File: src/rtl/vslc_scan_scheduler.sv
// rtl/vslc_scan_scheduler.sv - scan sequencer for the VSLC serial EEPROM program reader (optional SCAN_SCHED_COUNT_EN)
module vslc_scan_scheduler #(
    parameter int ADDR_W = 10,
    parameter int WDT_W  = 16
) (
    input  logic              clk,
    input  logic              rst_n,
    input  logic              mode_auto,
    input  logic              trigger_in,
    input  logic [WDT_W-1:0]  wdt_limit,
    input  logic              rd_ready,
    input  logic [7:0]        rd_byte,
    input  logic [15:0]       rd_addr,
    output logic              restart,
    output logic [15:0]       restart_addr,
    output logic              hold_n,
    output logic [ADDR_W-1:0] start_addr,
    output logic [ADDR_W-1:0] end_addr,
    output logic              instr_valid,
    output logic              scan_start,
    output logic              scan_done,
    output logic              fault
`ifdef SCAN_SCHED_COUNT_EN
    ,
    output logic [15:0]       scan_count,
    output logic              overrun
`endif
);

    typedef enum logic [1:0] {
        S_HDR,
        S_RUN,
        S_WAIT,
        S_FAULT
    } state_t;

    state_t           state;
    logic             restart_q;
    logic             scan_start_q;
    logic             boot_q;
    logic             pending;
    logic [WDT_W-1:0] wdt_cnt;
    logic             trig_s1;
    logic             trig_s2;
    logic             trig_s3;

    logic             trig_edge;
    logic [15:0]      start_ext;
    logic [15:0]      end_ext;
    logic             in_window;
    logic [ADDR_W-1:0] hdr_end_new;
    logic             hdr_bad;
    logic [WDT_W-1:0] wdt_inc;
    logic             wdt_clear;
    logic             wdt_trip;

    assign trig_edge = trig_s2 & ~trig_s3;
    assign start_ext = 16'(start_addr);
    assign end_ext   = 16'(end_addr);
    assign in_window = (rd_addr >= start_ext) && (rd_addr <= end_ext);

    // Byte qualification is combinational so the executor sees it alongside rd_byte
    assign instr_valid = rst_n && (state == S_RUN) && rd_ready && in_window;
    assign scan_done   = instr_valid && (rd_addr == end_ext);

    // The header fetch restart has to appear in the first cycle out of reset, hence the boot term
    assign restart    = restart_q | (boot_q & rst_n);
    assign scan_start = scan_start_q;

    // Header is judged on the end value being written this cycle, not the stale register
    assign hdr_end_new = {end_addr[ADDR_W-1:8], rd_byte};
    assign hdr_bad     = (hdr_end_new == '0) || (hdr_end_new < start_addr) ||
                         (start_addr < ADDR_W'(4));

    // Watchdog trips when the incremented count lands on the limit, so the fault
    // shows exactly wdt_limit cycles after the last byte
    assign wdt_inc   = (&wdt_cnt) ? wdt_cnt : wdt_cnt + {{(WDT_W-1){1'b0}}, 1'b1};
    assign wdt_clear = rd_ready | restart;
    assign wdt_trip  = (wdt_limit != '0) && !wdt_clear && (wdt_inc == wdt_limit);

    // Two-flop synchroniser plus edge register for the asynchronous trigger
    always_ff @(posedge clk) begin
        if (!rst_n) begin
            trig_s1 <= 1'b0;
            trig_s2 <= 1'b0;
            trig_s3 <= 1'b0;
        end else begin
            trig_s1 <= trigger_in;
            trig_s2 <= trig_s1;
            trig_s3 <= trig_s2;
        end
    end

    // Main sequencer: header fetch, scan loop, trigger wait, fault trap
    always_ff @(posedge clk) begin
        if (!rst_n) begin
            state        <= S_HDR;
            start_addr   <= '0;
            end_addr     <= '0;
            restart_addr <= '0;
            hold_n       <= 1'b1;
            fault        <= 1'b0;
            wdt_cnt      <= '0;
            pending      <= 1'b0;
            restart_q    <= 1'b0;
            scan_start_q <= 1'b0;
            boot_q       <= 1'b1;
        end else begin
            boot_q       <= 1'b0;
            restart_q    <= 1'b0;
            scan_start_q <= 1'b0;
            case (state)
                S_HDR: begin
                    wdt_cnt <= wdt_clear ? '0 : wdt_inc;
                    if (wdt_trip) begin
                        state  <= S_FAULT;
                        fault  <= 1'b1;
                        hold_n <= 1'b0;
                    end else if (rd_ready) begin
                        case (rd_addr)
                            16'd0: start_addr[ADDR_W-1:8] <= rd_byte[ADDR_W-9:0];
                            16'd1: start_addr[7:0]        <= rd_byte;
                            16'd2: end_addr[ADDR_W-1:8]   <= rd_byte[ADDR_W-9:0];
                            16'd3: begin
                                end_addr[7:0] <= rd_byte;
                                if (hdr_bad) begin
                                    state  <= S_FAULT;
                                    fault  <= 1'b1;
                                    hold_n <= 1'b0;
                                end else begin
                                    restart_q    <= 1'b1;
                                    scan_start_q <= 1'b1;
                                    restart_addr <= start_ext;
                                    state        <= S_RUN;
                                end
                            end
                            default: ;
                        endcase
                    end
                end
                S_RUN: begin
                    wdt_cnt <= wdt_clear ? '0 : wdt_inc;
                    if (wdt_trip) begin
                        state  <= S_FAULT;
                        fault  <= 1'b1;
                        hold_n <= 1'b0;
                    end else if (scan_done) begin
                        pending <= 1'b0;
                        if (mode_auto || pending || trig_edge) begin
                            restart_q    <= 1'b1;
                            scan_start_q <= 1'b1;
                        end else begin
                            state  <= S_WAIT;
                            hold_n <= 1'b0;
                        end
                    end else if (trig_edge) begin
                        pending <= 1'b1;
                    end
                end
                S_WAIT: begin
                    wdt_cnt <= '0;
                    if (trig_edge || mode_auto) begin
                        hold_n       <= 1'b1;
                        restart_q    <= 1'b1;
                        scan_start_q <= 1'b1;
                        state        <= S_RUN;
                    end
                end
                default: begin
                    fault  <= 1'b1;
                    hold_n <= 1'b0;
                end
            endcase
        end
    end

`ifdef SCAN_SCHED_COUNT_EN
    // Scan statistics: completed scans and triggers lost to a full pending slot
    always_ff @(posedge clk) begin
        if (!rst_n) begin
            scan_count <= '0;
            overrun    <= 1'b0;
        end else begin
            if (scan_done) begin
                scan_count <= scan_count + 16'd1;
            end
            if ((state == S_RUN) && trig_edge && pending) begin
                overrun <= 1'b1;
            end
        end
    end
`endif

endmodule

File: config.mk
export PLATFORM = sky130hd
export DESIGN_NAME = vslc_scan_scheduler
export DESIGN_NICKNAME = d
export VERILOG_FILES = /design/src/rtl/vslc_scan_scheduler.sv
export SDC_FILE = /design/constraint.sdc
export NUM_CORES = 1
export LEC_CHECK = 0
export CELL_PAD_IN_SITES_DETAIL_PLACEMENT = 1
export CELL_PAD_IN_SITES_GLOBAL_PLACEMENT = 2
export CORE_AREA = 2 2 163 85
export CTS_CLUSTER_DIAMETER = 40
export CTS_CLUSTER_SIZE = 8
export DETAILED_ROUTE_END_ITERATION = 12
export DIE_AREA = 0 0 165 87
export GPL_ROUTABILITY_DRIVEN = 0
export PLACE_DENSITY = 0.89
export SETUP_SLACK_MARGIN = 0.2
export SLEW_MARGIN = 20
export SYNTH_ARGS = -nofsm -noshare
export SYNTH_HDL_FRONTEND = slang
export SYNTH_SLANG_ARGS = --single-unit
File: constraint.sdc
create_clock -name clk -period 9.7 [get_ports clk]
set_clock_uncertainty 0.1 [all_clocks]
set_input_delay 2.425 -clock clk [delete_from_list [all_inputs] [get_ports clk]]
set_output_delay 2.425 -clock clk [all_outputs]
set_load 0.01 [all_outputs]
==> flow_summary.json <==
{
  "floorplan.die.height_um": 87,
  "residual_drc": 0,
  "area_growth_pct": 26.4,
  "cts-buffers-inserted": 5,
  "post_synth_inst_count": 525,
  "setup.worst_path.start_class": "primary input",
  "ff_latch_area_sq_um": 1120,
  "count_of_port_buffers_added_during_placement": 80,
  "yosys-top-cells-count": "56 x dfxtp_1, 53 x nor2_1, 43 x a21oi_1",
  "rsz0062_at_grt": "no",
  "final_max_slew_viol_count": 0,
  "synth_flop_cell": "dfxtp_1",
  "core-area_sq_um": 13100,
  "track_usage_pct": 21.0,
  "design_area_sq_um": 5140,
  "status": "completed",
  "clk_pin_slew_ps": 70,
  "drive_gt1_share_pct": 3.58,
  "seq_power_share_pct": 41.3,
  "final_antenna_net_count": 0,
  "cts_hold_repair.buffers": 0,
  "floorplan.initialDensity_pct": 31.0,
  "post_synth_main_area_contributors": "dfxtp_1 28%, ha_1 11%, mux2i_1 5.9%, a21oi_1 5.3%, nor2_1 4.9%",
  "synth_simple_gate_area_share_pct": 26.8,
  "fraction_of_registers_with_async_set_reset_pct": 0,
  "power_report.internal_total_uw": 419,
  "power.share.switching_pct": 30.0,
  "cts_root_buffer": "clkbuf_16",
  "critical_path_peak_fanout": 7,
  "largest_family_of_logic_cells_by_synthesized_area": "simple AND/OR/NAND/NOR gates",
  "totalWireLength_mm": 14.6,
  "dp_cells": 756,
  "crit_required_ps": 7180,
  "pwr-share-comb_pct": 26.6,
  "placement_rows": 30,
  "num_io_pins": 87,
  "synth-xor-area-share_pct": 2.58,
  "firstDrtPassIters": 4,
  "critPathCaptureType": "output port",
  "dr.first_iter.drc_count": 280,
  "synth.area.mux_share_pct": 6.18,
  "worst_hold_path_type": "flop to flop",
  "powerDensity_nw_per_um2": 116,
  "antennaDiodeCount": 0,
  "dpl_cell_area_sq_um": 4980,
  "report.final.hold_viol_count": 0,
  "count_of_clock_tree_sinks": 56,
  "die_area_sq_um": 14400,
  "cts.repair_timing.setup_buffer_count": 0,
  "clkPwrFrac_pct": 32.1,
  "synth_warnings": 0,
  "yosys.area.top_type": "dfxtp_1",
  "number_of_flip_flops_and_latches_in_the_synthesized_netlist": 56,
  "synth-edff-count": 0,
  "max-cap-violations": 0,
  "p_sw_uw": 179,
  "number_of_antenna_violations_at_the_first_check_in_global_routing": 0,
  "die_span_in_x_um": 165,
  "via_count": 4264,
  "post_layout_nonfiller_instances": 763,
  "tritoncts": "yes",
  "worst_rel_slew_slack_pct": 41.7,
  "yosys.area.top_type_share_pct": 27.6,
  "clock_tree.buffer_depth": 2,
  "most_frequently_used_cell_type_in_the_post_synthesis_netlist": "dfxtp_1",
  "synth_compound_area_share_pct": 19.6,
  "multi_input_area_sq_um": 2720,
  "worstPathArrival_ps": 5300,
  "setup_viol_count_final": 0,
  "post_route_worst_hold_slack_ps": 344,
  "synth_fa_ha_area_share_pct": 10.8,
  "grt_pass1_vias": 4193,
  "grt_start_max_net_pins": 52,
  "finish.net_count": 667,
  "path_class": "primary input to output port",
  "grt_remaining_overflow": 0,
  "syn-cell-area_sq_um": 4070,
  "leakage_nw": 1.86,
  "insertion_delay_ps": 290,
  "routed_via_count_divided_by_cell_count": 5.59,
  "avgRoutedWirePerCell_um": 19.2,
  "synthDistinctLibCells": 63,
  "syn_avg_cell_area_sq_um": 7.75,
  "cts_htree_levels": 2,
  "vdd_drop_max_mv": 0.0627,
  "grt_pass1_wl_mm": 23.3,
  "period_needed_ps": 7820,
  "worst_slew_pin_slew_ps": 863,
  "post-dp-hpwl_mm": 11.8,
  "fillerInstances": 1567,
  "post_cts_resized": 0,
  "setup-tns-final_ps": 0,
  "seq_area_frac_synth_pct": 27.6,
  "finalCritPeriodShare_pct": 80.6,
  "clock.fmax_mhz": 128
}
==> power groups by stage <==
stage / combinational, mW / sequential [mW] / clock, mW
detailed placement: 0.156 / 0.252 / 0
finish: 0.159 / 0.247 / 0.192
CTS: 0.157 / 0.247 / 0.200
floorplan: 0.0956 / 0.251 / 0
global route: 0.178 / 0.248 / 0.208
global placement: 0.151 / 0.251 / 0
==> flip-flops by register name (all words and copies together), names as in the netlist <==
register      cells
restart_addr     10
trig_s3           1
fault             1
wdt_cnt          16
start_addr       10
end_addr         10
trig_s2           1
trig_s1           1
hold_n            1
boot_q            1
scan_start        1
pending           1
state             2
==> layout make-up <==
class | instances | area share (%)
tap | 176 | 4.29
multi-input combinational | 414 | 52.9
sequential | 56 | 21.8
timing repair buffer | 83 | 16.0
clock buffer | 7 | 2.97
inverter | 27 | 1.97
==> logic make-up (layout without fill, tap and decap cells) <==
logic type | count (synthesis) | after routing
buffers and inverters | 60 | 117
AO/OA/AOI/OAI | 127 | 127
AND/OR/NAND/NOR | 209 | 209
multiplexers | 25 | 25
adder cells (fa/ha/maj) | 35 | 35
flip-flops | 56 | 56
other | 1 | 6
XOR/XNOR | 12 | 12
==> path summary, 6_finish.rpt <==
check	startpoint	to	slack, ps	cells after the start
setup / recovery	rd_addr[1]	instr_valid	1880	11
hold / removal	trig_s1$_SDFF_PN0_	trig_s2$_SDFF_PN0_	340	1
setup reg to reg	wdt_cnt[0]$_SDFFE_PN0P_	pending$_SDFFE_PN0P_	5430	9
hold reg to reg	trig_s1$_SDFF_PN0_	trig_s2$_SDFF_PN0_	340	1
==> worst max-delay path, stage by stage <==
cell	delay (ps)
clkdlybuf4s50_1	590
ha_1	280
nor2b_1	140
o21ai_0	150
nand2b_1	70
a21oi_1	190
o21ai_0	110
a21o_1	200
a211o_2	330
a211oi_1	230
clkdlybuf4s50_1	570
==> cell usage in the layout (no fill, tap or decap), types with 17 or more instances in the layout <==
master           Yosys  layout
a21oi_1             43      43
nor2_1              53      53
dfxtp_1             56      56
nand4_1             17      17
inv_1               27      27
o21ai_0             34      34
nand2_1             42      42
mux2i_1             24      24
clkdlybuf4s50_1      0      80
ha_1                35      35
==> metrics by stage <==
step                      utilization, %  power (mW)  setup WS [ps]
after global routing                39.2       0.634           1710
final                               39.2       0.598           1880
after CTS                           39.2       0.603           1890
after global placement              38.0       0.402           1970
after floorplan                        -       0.347           3100
after detailed placement            38.0       0.408           1900
==> routing by layer <==
metal  track usage (%)  vias up  wire, um
met2              28.1      137      5540
met5                 0        -         0
met1              33.6     2092      7960
li1                  -     2029         -
met3              5.14        6      1040
met4              2.29        0        70
Power figures use the tool's default switching activity.
